`config.mk`:
```
export PLATFORM = sky130hd
export DESIGN_NAME = ring_arbiter4_flat
export DESIGN_NICKNAME = d
export VERILOG_FILES = /design/src/rtl/arb_pkg.sv /design/src/rtl/ring_arbiter4_if.sv /design/src/rtl/rr_pick4.sv /design/src/rtl/ring_arbiter4.sv /design/src/flat_wrapper.sv
export SDC_FILE = /design/constraint.sdc
export NUM_CORES = 1
export LEC_CHECK = 0
export ABC_AREA = 1
export CAP_MARGIN = 10
export CORE_ASPECT_RATIO = 1.25
export CORE_MARGIN = 3
export CORE_UTILIZATION = 51
export DETAILED_ROUTE_END_ITERATION = 16
export PLACE_DENSITY = 0.85
export SKIP_LAST_GASP = 1
export SLEW_MARGIN = 10
export SYNTH_ARGS = -nofsm -noshare
export SYNTH_HDL_FRONTEND = slang
export SYNTH_SLANG_ARGS = --single-unit
```
`constraint.sdc`:
```
create_clock -name clk -period 2.1 [get_ports clk]
set_input_delay 0.21 -clock clk [delete_from_list [all_inputs] [get_ports clk]]
set_output_delay 0.21 -clock clk [all_outputs]
set_load 0.005 [all_outputs]
```
`src/rtl/arb_pkg.sv`:
```
// arb_pkg -- shared types, constants and helpers for the ring_arbiter4 block.
//   NUM_REQ    : number of requesting agents (fixed at 4)
//   arb_state_e: arbiter state (idle / resource owned)
//   TOKEN_RST  : priority token value after reset (agent 0 highest)
//   onehot_to_idx: encode a 4-bit one-hot vector, 0 for all-zero
//   rotl1      : rotate a 4-bit vector left by one (agent n -> agent n+1)
package arb_pkg;

  localparam int NUM_REQ = 4;

  typedef enum logic [0:0] {
    ARB_IDLE  = 1'b0,
    ARB_OWNED = 1'b1
  } arb_state_e;

  localparam logic [NUM_REQ-1:0] TOKEN_RST = 4'b0001;

  function automatic logic [1:0] onehot_to_idx(input logic [NUM_REQ-1:0] vec);
    logic [1:0] idx;
    case (vec)
      4'b0001: idx = 2'd0;
      4'b0010: idx = 2'd1;
      4'b0100: idx = 2'd2;
      4'b1000: idx = 2'd3;
      default: idx = 2'd0;
    endcase
    return idx;
  endfunction

  function automatic logic [NUM_REQ-1:0] rotl1(input logic [NUM_REQ-1:0] vec);
    return {vec[NUM_REQ-2:0], vec[NUM_REQ-1]};
  endfunction

endpackage

```
`src/rtl/ring_arbiter4_if.sv`:
```
// ring_arbiter4_if -- request/grant bundle between the agents and the arbiter.
//   req      : per-agent request, level-held while the agent wants/uses the resource
//   grant    : one-hot grant (all-zero when idle)
//   grant_id : encoded index of the granted agent, 0 when idle
//   busy     : high whenever grant is non-zero
//   preempt  : one-cycle pulse when a grant is revoked by the hold limit
// Modports: master = agent side, slave = arbiter side.
interface ring_arbiter4_if;
  import arb_pkg::*;

  logic [NUM_REQ-1:0] req;
  logic [NUM_REQ-1:0] grant;
  logic [1:0]         grant_id;
  logic               busy;
  logic               preempt;

  modport master (
    output req,
    input  grant,
    input  grant_id,
    input  busy,
    input  preempt
  );

  modport slave (
    input  req,
    output grant,
    output grant_id,
    output busy,
    output preempt
  );

endinterface

```
`src/rtl/rr_pick4.sv`:
```
// rr_pick4 -- combinational round-robin pick for four requesters.
// Scans req starting at the one-hot token position, wrapping 0->1->2->3->0;
// the first set bit wins.
//   req    : candidate requests
//   token  : one-hot highest-priority position
//   winner : one-hot winner (zero when no request)
//   valid  : at least one request present
module rr_pick4
  import arb_pkg::*;
(
  input  logic [NUM_REQ-1:0] req,
  input  logic [NUM_REQ-1:0] token,
  output logic [NUM_REQ-1:0] winner,
  output logic               valid
);

  logic [1:0]         start_s;
  logic [NUM_REQ-1:0] winner_s;
  logic               found_s;

  // Walk the ring from the token; the 2-bit position wraps naturally.
  always_comb begin
    start_s  = onehot_to_idx(token);
    winner_s = 4'b0000;
    found_s  = 1'b0;
    for (int k = 0; k < NUM_REQ; k++) begin
      winner_s[start_s + 2'(k)] = req[start_s + 2'(k)] & ~found_s;
      found_s                   = found_s | req[start_s + 2'(k)];
    end
  end

  assign winner = winner_s;
  assign valid  = found_s;

endmodule

```
`src/rtl/ring_arbiter4.sv`:
```
// ring_arbiter4 -- four-requester round-robin arbiter with rotating one-hot token.
// Optional feature macro: ARB_HOLD_LIMIT_EN (hold-limit preemption after MAX_HOLD
// consecutive granted cycles while another agent waits). Without it the owner
// keeps the resource until it drops req and preempt is constant 0.
// Ports:
//   clk   : rising-edge clock
//   reset : synchronous active-high reset
//   bus   : ring_arbiter4_if.slave (req in; grant, grant_id, busy, preempt out,
//           all outputs registered)
// Parameter:
//   MAX_HOLD : consecutive grant cycles before preemption, legal 2..255
module ring_arbiter4
  import arb_pkg::*;
#(
  parameter int MAX_HOLD = 8
) (
  input  logic            clk,
  input  logic            reset,
  ring_arbiter4_if.slave  bus
);

  // Elaboration-time range check on the hold limit.
  if (MAX_HOLD < 2 || MAX_HOLD > 255) begin : g_bad_max_hold
    $error("ring_arbiter4: MAX_HOLD must be within 2..255");
  end

  arb_state_e         state_r, state_s;
  logic [NUM_REQ-1:0] token_r, token_s;
  logic [NUM_REQ-1:0] grant_r, grant_s;
  logic [1:0]         grant_id_r;
  logic               busy_r;
  logic               preempt_r, preempt_s;

  logic               owner_req_s;
  logic               others_s;
  logic               limit_hit_s;
  logic [NUM_REQ-1:0] pick_req_s;
  logic [NUM_REQ-1:0] pick_tok_s;
  logic [NUM_REQ-1:0] pick_win_s;
  logic               pick_valid_s;

  // While owned, the only decision is a handover: the owner is masked out and
  // the scan begins one past it, which is exactly where the token will move.
  always_comb begin
    owner_req_s = |(bus.req & grant_r);
    others_s    = |(bus.req & ~grant_r);
    if (state_r == ARB_OWNED) begin
      pick_req_s = bus.req & ~grant_r;
      pick_tok_s = rotl1(grant_r);
    end else begin
      pick_req_s = bus.req;
      pick_tok_s = token_r;
    end
  end

  rr_pick4 u_pick (
    .req    (pick_req_s),
    .token  (pick_tok_s),
    .winner (pick_win_s),
    .valid  (pick_valid_s)
  );

`ifdef ARB_HOLD_LIMIT_EN
  logic [7:0] hold_cnt_r, hold_cnt_s;

  // The edge ending the MAX_HOLD-th granted cycle sees a count of MAX_HOLD-1.
  always_comb begin
    limit_hit_s = (hold_cnt_r >= 8'(MAX_HOLD - 1));
  end

  // Count granted cycles: clear on any new grant or idle, saturate at MAX_HOLD.
  always_comb begin
    hold_cnt_s = 8'd0;
    if (grant_s != grant_r) begin
      hold_cnt_s = 8'd0;
    end else if ((grant_s != 4'b0000) && (hold_cnt_r < 8'(MAX_HOLD))) begin
      hold_cnt_s = hold_cnt_r + 8'd1;
    end else if (grant_s != 4'b0000) begin
      hold_cnt_s = hold_cnt_r;
    end else begin
      hold_cnt_s = 8'd0;
    end
  end

  // Hold counter register.
  always_ff @(posedge clk) begin
    if (reset) begin
      hold_cnt_r <= 8'd0;
    end else begin
      hold_cnt_r <= hold_cnt_s;
    end
  end
`else
  // No hold limit: the owner is never preempted.
  always_comb begin
    limit_hit_s = 1'b0;
  end
`endif

  // Next-state, next-token and next-grant decision.
  always_comb begin
    state_s   = state_r;
    token_s   = token_r;
    grant_s   = 4'b0000;
    preempt_s = 1'b0;
    case (state_r)
      ARB_IDLE: begin
        if (pick_valid_s) begin
          state_s = ARB_OWNED;
          grant_s = pick_win_s;
        end else begin
          state_s = ARB_IDLE;
          grant_s = 4'b0000;
        end
      end
      ARB_OWNED: begin
        if (owner_req_s && !(limit_hit_s && others_s)) begin
          grant_s = grant_r;
        end else begin
          // Release or revocation: token moves past the owner either way.
          token_s = rotl1(grant_r);
          if (pick_valid_s) begin
            grant_s   = pick_win_s;
            // Owner still requesting here means it was revoked, not released.
            preempt_s = owner_req_s;
          end else begin
            state_s = ARB_IDLE;
            grant_s = 4'b0000;
          end
        end
      end
      default: begin
        state_s = ARB_IDLE;
        grant_s = 4'b0000;
      end
    endcase
  end

  // State, token and registered outputs.
  always_ff @(posedge clk) begin
    if (reset) begin
      state_r    <= ARB_IDLE;
      token_r    <= TOKEN_RST;
      grant_r    <= 4'b0000;
      grant_id_r <= 2'd0;
      busy_r     <= 1'b0;
      preempt_r  <= 1'b0;
    end else begin
      state_r    <= state_s;
      token_r    <= token_s;
      grant_r    <= grant_s;
      grant_id_r <= onehot_to_idx(grant_s);
      busy_r     <= |grant_s;
      preempt_r  <= preempt_s;
    end
  end

  assign bus.grant    = grant_r;
  assign bus.grant_id = grant_id_r;
  assign bus.busy     = busy_r;
  assign bus.preempt  = preempt_r;

endmodule

```
`src/flat_wrapper.sv`:
```
// flat-port wrapper written by rule: the top's interface ports become plain ports
module ring_arbiter4_flat import arb_pkg::*;
#(
  parameter int MAX_HOLD = 8
)
  (clk, reset, bus_req, bus_grant, bus_grant_id, bus_busy, bus_preempt);
  ring_arbiter4_if bus_i ();
  input  logic clk;
  input  logic reset;
  input wire logic [$bits(bus_i.req)-1:0] bus_req;
  output wire logic [$bits(bus_i.grant)-1:0] bus_grant;
  output wire logic [$bits(bus_i.grant_id)-1:0] bus_grant_id;
  output wire logic [$bits(bus_i.busy)-1:0] bus_busy;
  output wire logic [$bits(bus_i.preempt)-1:0] bus_preempt;
  assign bus_i.req = bus_req;
  assign bus_grant = bus_i.grant;
  assign bus_grant_id = bus_i.grant_id;
  assign bus_busy = bus_i.busy;
  assign bus_preempt = bus_i.preempt;
  ring_arbiter4 #(.MAX_HOLD(MAX_HOLD)) u_core (.clk(clk), .reset(reset), .bus(bus_i));
endmodule
```
Word-level counts from Yosys, hierarchy flattened
Cells that the tools add are included.
{"block": "op_classes", "reduce_logical": 7, "magnitude_cmp": 8, "add_sub_neg": 3, "n_mux": 29, "n_eq_ne": 6, "bitwise": 15}
{"op": "2-to-1 mux 4 bit", "count": 4}
{"op": "bitwise AND 4 bit", "count": 3}
{"op": "bitwise mux 4 bit", "count": 3}
{"op": "less-than comparator 2 x 3 -> 1 bit, second input constant", "count": 4}
{"op": "one-hot mux 2 bit (3 select lines)", "count": 2}
{"op": "2-to-1 mux 1 bit", "count": 10}
{"op": "binary-select mux 1 bit (select 2 bit)", "count": 4}
{"op": "demux 1 bit (select 2 bit)", "count": 4}
{"op": "equality test 4 x 2 -> 1 bit, second input constant", "count": 2}
{"op": "equality test 4 x 3 -> 1 bit, second input constant", "count": 2}
{"op": "equality test 4 bit, second input constant", "count": 2}
{"op": "greater-or-equal comparator 2 x 1 -> 1 bit, second input constant", "count": 4}
{"op": "one-hot mux 4 bit (2 select lines)", "count": 1}
{"op": "OR reduction 4 bit", "count": 2}
{"op": "inverter 1 bit", "count": 5}
{"op": "adder 2 bit, second input constant", "count": 2}
{"op": "logical AND 1 bit", "count": 4}
{"op": "inverter 4 bit", "count": 1}
{"op": "bitwise AND 1 bit", "count": 3}
{"op": "OR 1 bit", "count": 3}
{"op": "adder 2 x 1 -> 2 bit, second input constant", "count": 1}
{"op": "one-hot mux 1 bit (2 select lines)", "count": 1}
{"op": "AND reduction 2 bit", "count": 1}
{"block": "totals", "inputBits": 6, "register_bits": 12, "wordCells": 73}

Longest topological paths before layout
Gate-level depths: netlist of run 1.
{"block": "logic_depth", "ltp_word": 16, "mapped_depth": 20, "depth_no_buf": 19}

Cells and area by module
A second synthesis of run 1 with hierarchy kept.
{"block": "hier_totals", "cells_unflattened": 203, "hier_area_um2": 1271.2}
{"module": "ring_arbiter4", "area_each_um2": 643.1, "cells_each": 100, "seq_area_each_um2": 240.2, "instances": 1}
{"module": "rr_pick4", "area_each_um2": 628.1, "cells_each": 103, "seq_area_each_um2": 0.0, "instances": 1}

Least setup slack after synthesis of run 1
No wires, ideal clock.
{"block": "synth_timing", "kind": "register to register", "from": "register u_core.state_r", "to": "register u_core.busy_r (netlist: u_core.bus.busy)", "period_less_slack_ns": 2.271, "setup_slack_ns": -0.171, "t_required_ns": 1.981, "path_stages_with_launch": 18, "arrival_ns": 2.152, "setup_time_ns": 0.119, "path_cell_list": "dfxtp_1 buf_6 inv_2 nand2_2 nand2_4 nor2_8 nand3_4 ha_1 inv_1 nand3_1 nand2_2 nand4_2 nand2_2 nor2_1 a21oi_2 nand2_1 nand2_1 nand2_1"}
{"block": "synth_between", "elab_chain_len": 15, "word_cells_on_any_way": 55, "cone_classes": "add/sub: 3; order compare: 8; eq/ne: 3; mux: 25; bitwise: 11; reduce/logical: 5"}
{"element": "start, declared", "line": "ring_arbiter4.sv:27", "rtl": "arb_state_e state_r, state_s;"}
{"element": "start signal, assigned", "line": "ring_arbiter4.sv:149", "rtl": "state_r <= state_s;"}
{"element": "2-to-1 mux 4 bit", "line": "ring_arbiter4.sv:47", "rtl": "if (state_r == ARB_OWNED) begin"}
{"element": "equality test 4 bit, or another cell as far along", "line": "arb_pkg.sv:20", "rtl": "case (vec)"}
{"element": "one-hot mux 2 bit (3 select lines)", "line": "arb_pkg.sv:20"}
{"element": "adder 2 x 1 -> 2 bit, or another cell as far along", "line": "rr_pick4.sv:27, rr_pick4.sv:28"}
{"element": "less-than comparator 2 x 3 -> 1 bit (not written as such), or another cell as far along", "line": "rr_pick4.sv:27", "rtl": "winner_s[start_s + 2'(k)] = req[start_s + 2'(k)] & ~found_s;"}
{"element": "logical AND 1 bit (not written as such), or another cell as far along", "line": "rr_pick4.sv:27"}
{"element": "2-to-1 mux 1 bit (not written as such), or another cell as far along", "line": "rr_pick4.sv:27"}
{"element": "demux 1 bit (select 2 bit), or another cell as far along", "line": "rr_pick4.sv:27"}
{"element": "bitwise mux 4 bit, or another cell as far along", "line": "rr_pick4.sv:27"}
{"element": "bitwise mux 4 bit or bitwise AND 1 bit (tied branches)", "line": "rr_pick4.sv:27"}
{"element": "bitwise mux 4 bit", "line": "rr_pick4.sv:27"}
{"element": "2-to-1 mux 4 bit", "line": "ring_arbiter4.sv:108, ring_arbiter4.sv:122"}
{"element": "2-to-1 mux 4 bit", "line": "ring_arbiter4.sv:117", "rtl": "if (owner_req_s && !(limit_hit_s && others_s)) begin"}
{"element": "one-hot mux 4 bit (2 select lines) *", "line": "ring_arbiter4.sv:106", "rtl": "case (state_r)"}
{"element": "OR reduction 4 bit *", "line": "ring_arbiter4.sv:153", "rtl": "busy_r <= |grant_s;"}
{"element": "end signal, assigned", "line": "ring_arbiter4.sv:153"}
{"element": "end, declared", "line": "ring_arbiter4.sv:31", "rtl": "logic busy_r;"}
Every way passes the cells marked *; elsewhere a longest branch is shown, timed or not. The select of a mux whose other input is x is not followed.
A chain may end at the register's enable or synchronous reset.

Worst setup path after layout of run 1
Same ends and word-level chain as after synthesis.

==> flow_summary.rst, run 1 <==
.. list-table::
   :header-rows: 1

   * - Metric
     - Value
   * - Worst Path Max Fanout
     - 6
   * - Buffers added on ports
     - 12
   * - Number of antenna diodes
     - 0
   * - Number of distinct library cells after synthesis
     - 25
   * - Synth Instances
     - 216
   * - Half-perimeter wire length after placement
     - 2.84 mm
   * - Final Max Slew Viols
     - 0
   * - Power per Cell Area
     - 1740 nW/um^2
   * - Area taken by multi-input logic gates
     - 1150 sq um
   * - Total via count in the routed design
     - 1605
   * - Area growth syn-to-layout
     - 52.4%
   * - Result of the run
     - complete, but fails checks
   * - Pin count of the biggest net entering global routing
     - 10
   * - Max Buffers Root-to-Sink
     - 2
   * - Overall power
     - 3.39 mW
   * - Worst-case register-to-register setup slack
     - -0.20 ns
   * - Worst IR drop on VDD
     - 1170 uV
   * - Row count
     - 19
   * - Number of nets produced by synthesis
     - 230
   * - Worst hold path cell count
     - 2
   * - Share of cells above drive strength 1
     - 0.352
   * - Total detailed-routing wirelength
     - 4.74 mm
   * - Die area
     - 3150 sq um
   * - Cell at the root of the clock tree
     - sky130_fd_sc_hd__clkbuf_4
   * - Initial detailed-routing violation count
     - 85
   * - Count of synthesis-stage warnings from yosys
     - 0
   * - Leading cell types in the layout, fill and taps excluded
     - sky130_fd_sc_hd__nand2_1, sky130_fd_sc_hd__inv_1, sky130_fd_sc_hd__buf_4
   * - Max frequency
     - 435 MHz
   * - Number of primary I/O pins
     - 14
   * - Critical Path Start Type
     - register
   * - Path depth of the worst reg2reg path
     - 15
   * - Number of flops mapped to enable cells by yosys
     - 0
   * - Placeable core region
     - 2280 sq um
   * - Footprint of the flip-flops and latches
     - 244 sq um
   * - Synthesized area per cell
     - 5.93 sq um
   * - Start point of the critical path
     - u_core.state_r$_SDFF_PP0_
   * - GRT Util Overall
     - 0.294
   * - Most used DFF post-synth
     - sky130_fd_sc_hd__dfxtp_1
   * - Routability-driven placement congestion ratio
     - 0.907
   * - Hold path startpoint
     - reset
   * - Remaining design rule violation count
     - 0
   * - Chip Height
     - 62.0 um
   * - Endpoints failing hold
     - 0
   * - Async set-reset flop share out of synthesis
     - 0
   * - Clock latency reported for the late side of the worst-skew pair
     - 0.30 ns
   * - Number of register bits inferred by synthesis
     - 12
   * - Initial antenna violation count
     - 0
   * - Number of nets still failing antenna checks after routing
     - 0
   * - CTS clock-pin slew for the worst setup and hold paths
     - 0.09 ns
   * - Final worst-path setup slack
     - -0.201 ns
   * - Worst-case clock skew
     - 0.00316 ns
   * - Share of synthesized area occupied by flip-flops and latches
     - 0.188
   * - Wire length per cell after detailed routing
     - 16.7 um
   * - Finish-stage setup viols
     - 7
   * - Final Cycle Share
     - 1.10
   * - Cell leakage power
     - 1.00 nW
   * - Final instance area
     - 1950 sq um
   * - Number of filler cells placed in the layout
     - 129
   * - Worst Hold Path EP
     - u_core.bus.grant[3]$_SDFF_PP0_
   * - Most common cell after layout, fill and taps aside
     - sky130_fd_sc_hd__nand2_1
   * - Average vias per placed instance
     - 5.65
   * - Initial core utilization
     - 0.561
   * - Overall die width
     - 50.8 um
   * - Total number of nets in the final design
     - 268
   * - Number of CTS-inserted buffers
     - 3
   * - Total grt overflow
     - 0
   * - Placement-stage cell area
     - 1690 sq um
   * - Reg-to-reg critical path startpoint
     - u_core.state_r$_SDFF_PP0_
   * - Final Critical Period
     - 2.30 ns
   * - Critical path start-end classification
     - reg -> reg
   * - Hold WC Path Type
     - in -> reg
   * - RSZ-0062 raised after global routing
     - true
   * - Kind of end point of the critical path
     - register
   * - H-tree depth reported by CTS
     - 1
   * - Worst r2r dst
     - u_core.bus.busy$_SDFF_PP0_
   * - Global-route wire length before repair
     - 6.85 mm
   * - CTS tree
     - yes
   * - Signal arrival time at the worst endpoint
     - 2.49 ns
   * - Failing checks
     - setup timing
   * - Number of global-route vias before repair
     - 1510
   * - Required time at the endpoint of the critical path
     - 2.29 ns
   * - Detailed-router iteration count before antenna repair
     - 4
   * - Count of maximum capacitance violations
     - 0
   * - Mapped Area
     - 1280 sq um
   * - CTS Sinks
     - 12
[how the worst max path moves through the flow]
stage | slack [ns] | to
5_1_grt | -0.32 | u_core.bus.grant_id[0]$_SDFF_PP0_
3_5_place_dp | -0.15 | u_core.bus.grant_id[0]$_SDFF_PP0_
4_1_cts | -0.12 | u_core.bus.busy$_SDFF_PP0_
6_report | -0.20 | u_core.bus.busy$_SDFF_PP0_
2_1_floorplan | -0.01 | u_core.bus.busy$_SDFF_PP0_
3_3_place_gp | -0.07 | u_core.bus.busy$_SDFF_PP0_
[report_power, final]
part           internal (mW)  leakage [nW]  total, mW  switching, mW
registers              0.305        0.0995      0.365         0.0601
clock network          0.106        0.0210      0.203         0.0973
logic                   1.11         0.880       2.82           1.71
[through the flow]
stage,utilization,std cells,hold slack [ns],setup slack [ns],TNS (ns)
2_1_floorplan,-,216,0.281,-0.0109,-0.0124
3_3_place_gp,0.740,276,0.498,-0.0748,-0.285
3_5_place_dp,0.740,276,0.517,-0.150,-0.685
4_1_cts,0.819,283,0.528,-0.125,-0.702
5_1_grt,0.855,284,0.581,-0.320,-1.93
6_report,0.855,284,0.587,-0.201,-1.12
[cell usage after synthesis, types with 2 or more instances]
library cell | count | area [sq um]
sky130_fd_sc_hd__o21ai_0 | 6 | 30.0
sky130_fd_sc_hd__inv_1 | 38 | 143
sky130_fd_sc_hd__nand3_1 | 27 | 135
sky130_fd_sc_hd__ha_1 | 8 | 100
sky130_fd_sc_hd__a21oi_1 | 4 | 20.0
sky130_fd_sc_hd__nand2_4 | 2 | 22.5
sky130_fd_sc_hd__inv_2 | 4 | 15.0
sky130_fd_sc_hd__o21ai_1 | 3 | 15.0
sky130_fd_sc_hd__nor2_1 | 20 | 75.1
sky130_fd_sc_hd__nor2_2 | 2 | 12.5
sky130_fd_sc_hd__nand4_1 | 5 | 31.3
sky130_fd_sc_hd__nand2_2 | 7 | 43.8
sky130_fd_sc_hd__nand2_1 | 62 | 233
sky130_fd_sc_hd__a22o_1 | 2 | 17.5
sky130_fd_sc_hd__a21oi_2 | 2 | 17.5
sky130_fd_sc_hd__dfxtp_1 | 12 | 240
sky130_fd_sc_hd__nand3_2 | 4 | 40.0
[cell families after synthesis]
kind of cell / Yosys count / share of synthesized area
other: 1 / 0.00293
AOI/OAI and AO/OA: 19 / 0.0909
adders and majority gates: 8 / 0.0782
and+or+nand+nor: 132 / 0.502
DFF: 12 / 0.188
buffers and inverters: 44 / 0.138
[final cells by class]
| cell class | count | area share |
|---|---|---|
| well taps | 31 | 0.0199 |
| repair buffers | 34 | 0.163 |
| inverters | 42 | 0.0860 |
| clock buffers | 4 | 0.0186 |
| flip-flops and latches | 12 | 0.125 |
| multi-input cells | 161 | 0.588 |
[sequential cells by signal, summed over array words and instances, names as in the netlist]
signal / cells
u_core.bus.grant: 4
u_core.token_r: 4
u_core.bus.grant_id: 2
u_core.bus.busy: 1
u_core.state_r: 1
[worst max-delay path, cell delays in order (launching register included)]
cell and delay, ns:
sky130_fd_sc_hd__dfxtp_4 0.38, sky130_fd_sc_hd__buf_16 0.15, sky130_fd_sc_hd__nor2_2 0.17, sky130_fd_sc_hd__nor2_2 0.07, sky130_fd_sc_hd__nand2_2 0.08, sky130_fd_sc_hd__nand3_4 0.10
sky130_fd_sc_hd__ha_4 0.32, sky130_fd_sc_hd__nand3_2 0.10, sky130_fd_sc_hd__nand2_4 0.13, sky130_fd_sc_hd__nand4_4 0.10, sky130_fd_sc_hd__nand2_4 0.12, sky130_fd_sc_hd__nor2_4 0.06
sky130_fd_sc_hd__a21oi_4 0.18, sky130_fd_sc_hd__nand2_1 0.09, sky130_fd_sc_hd__nand2_1 0.07, sky130_fd_sc_hd__nand2_1 0.06
[routing by layer]
layer / track usage / up-vias / part of all wire
li1: - / 750 / -
met1: 0.311 / 744 / 0.37
met2: 0.584 / 94 / 0.54
met3: 0.0358 / 17 / 0.063
met4: 0.138 / 0 / 0.030
met5: 0 / - / 0
[timing repair]
| action | CTS | global route |
|---|---|---|
| setup endpoints to repair | 7 | 7 |
| gates resized for setup | 25 | 16 |
| buffers inserted | 2 | 0 |
| pin swaps | 25 | 10 |
| gates cloned | 1 | 1 |
| hold buffers | 0 | 0 |
Power figures use the tool's default switching activity.
==> run 2: changes to the inputs <==
--- a/config.mk
+++ b/config.mk
@@ -10,6 +10,7 @@
 export CORE_ASPECT_RATIO = 1.25
 export CORE_MARGIN = 3
 export CORE_UTILIZATION = 51
+export CTS_CLUSTER_SIZE = 20
 export DETAILED_ROUTE_END_ITERATION = 16
 export PLACE_DENSITY = 0.85
 export SKIP_LAST_GASP = 1
==> results of run 2 <==
No change in the layout: final DEF, timing and power equal those of run 1.
==> run 3: changes to the inputs <==
--- a/config.mk
+++ b/config.mk
@@ -12,6 +12,7 @@
 export CORE_UTILIZATION = 51
 export CTS_CLUSTER_SIZE = 20
 export DETAILED_ROUTE_END_ITERATION = 16
+export GPL_ROUTABILITY_DRIVEN = 0
 export PLACE_DENSITY = 0.85
 export SKIP_LAST_GASP = 1
 export SLEW_MARGIN = 10
==> results of run 3 <==
No change in the layout: final DEF, timing and power equal those of run 1.
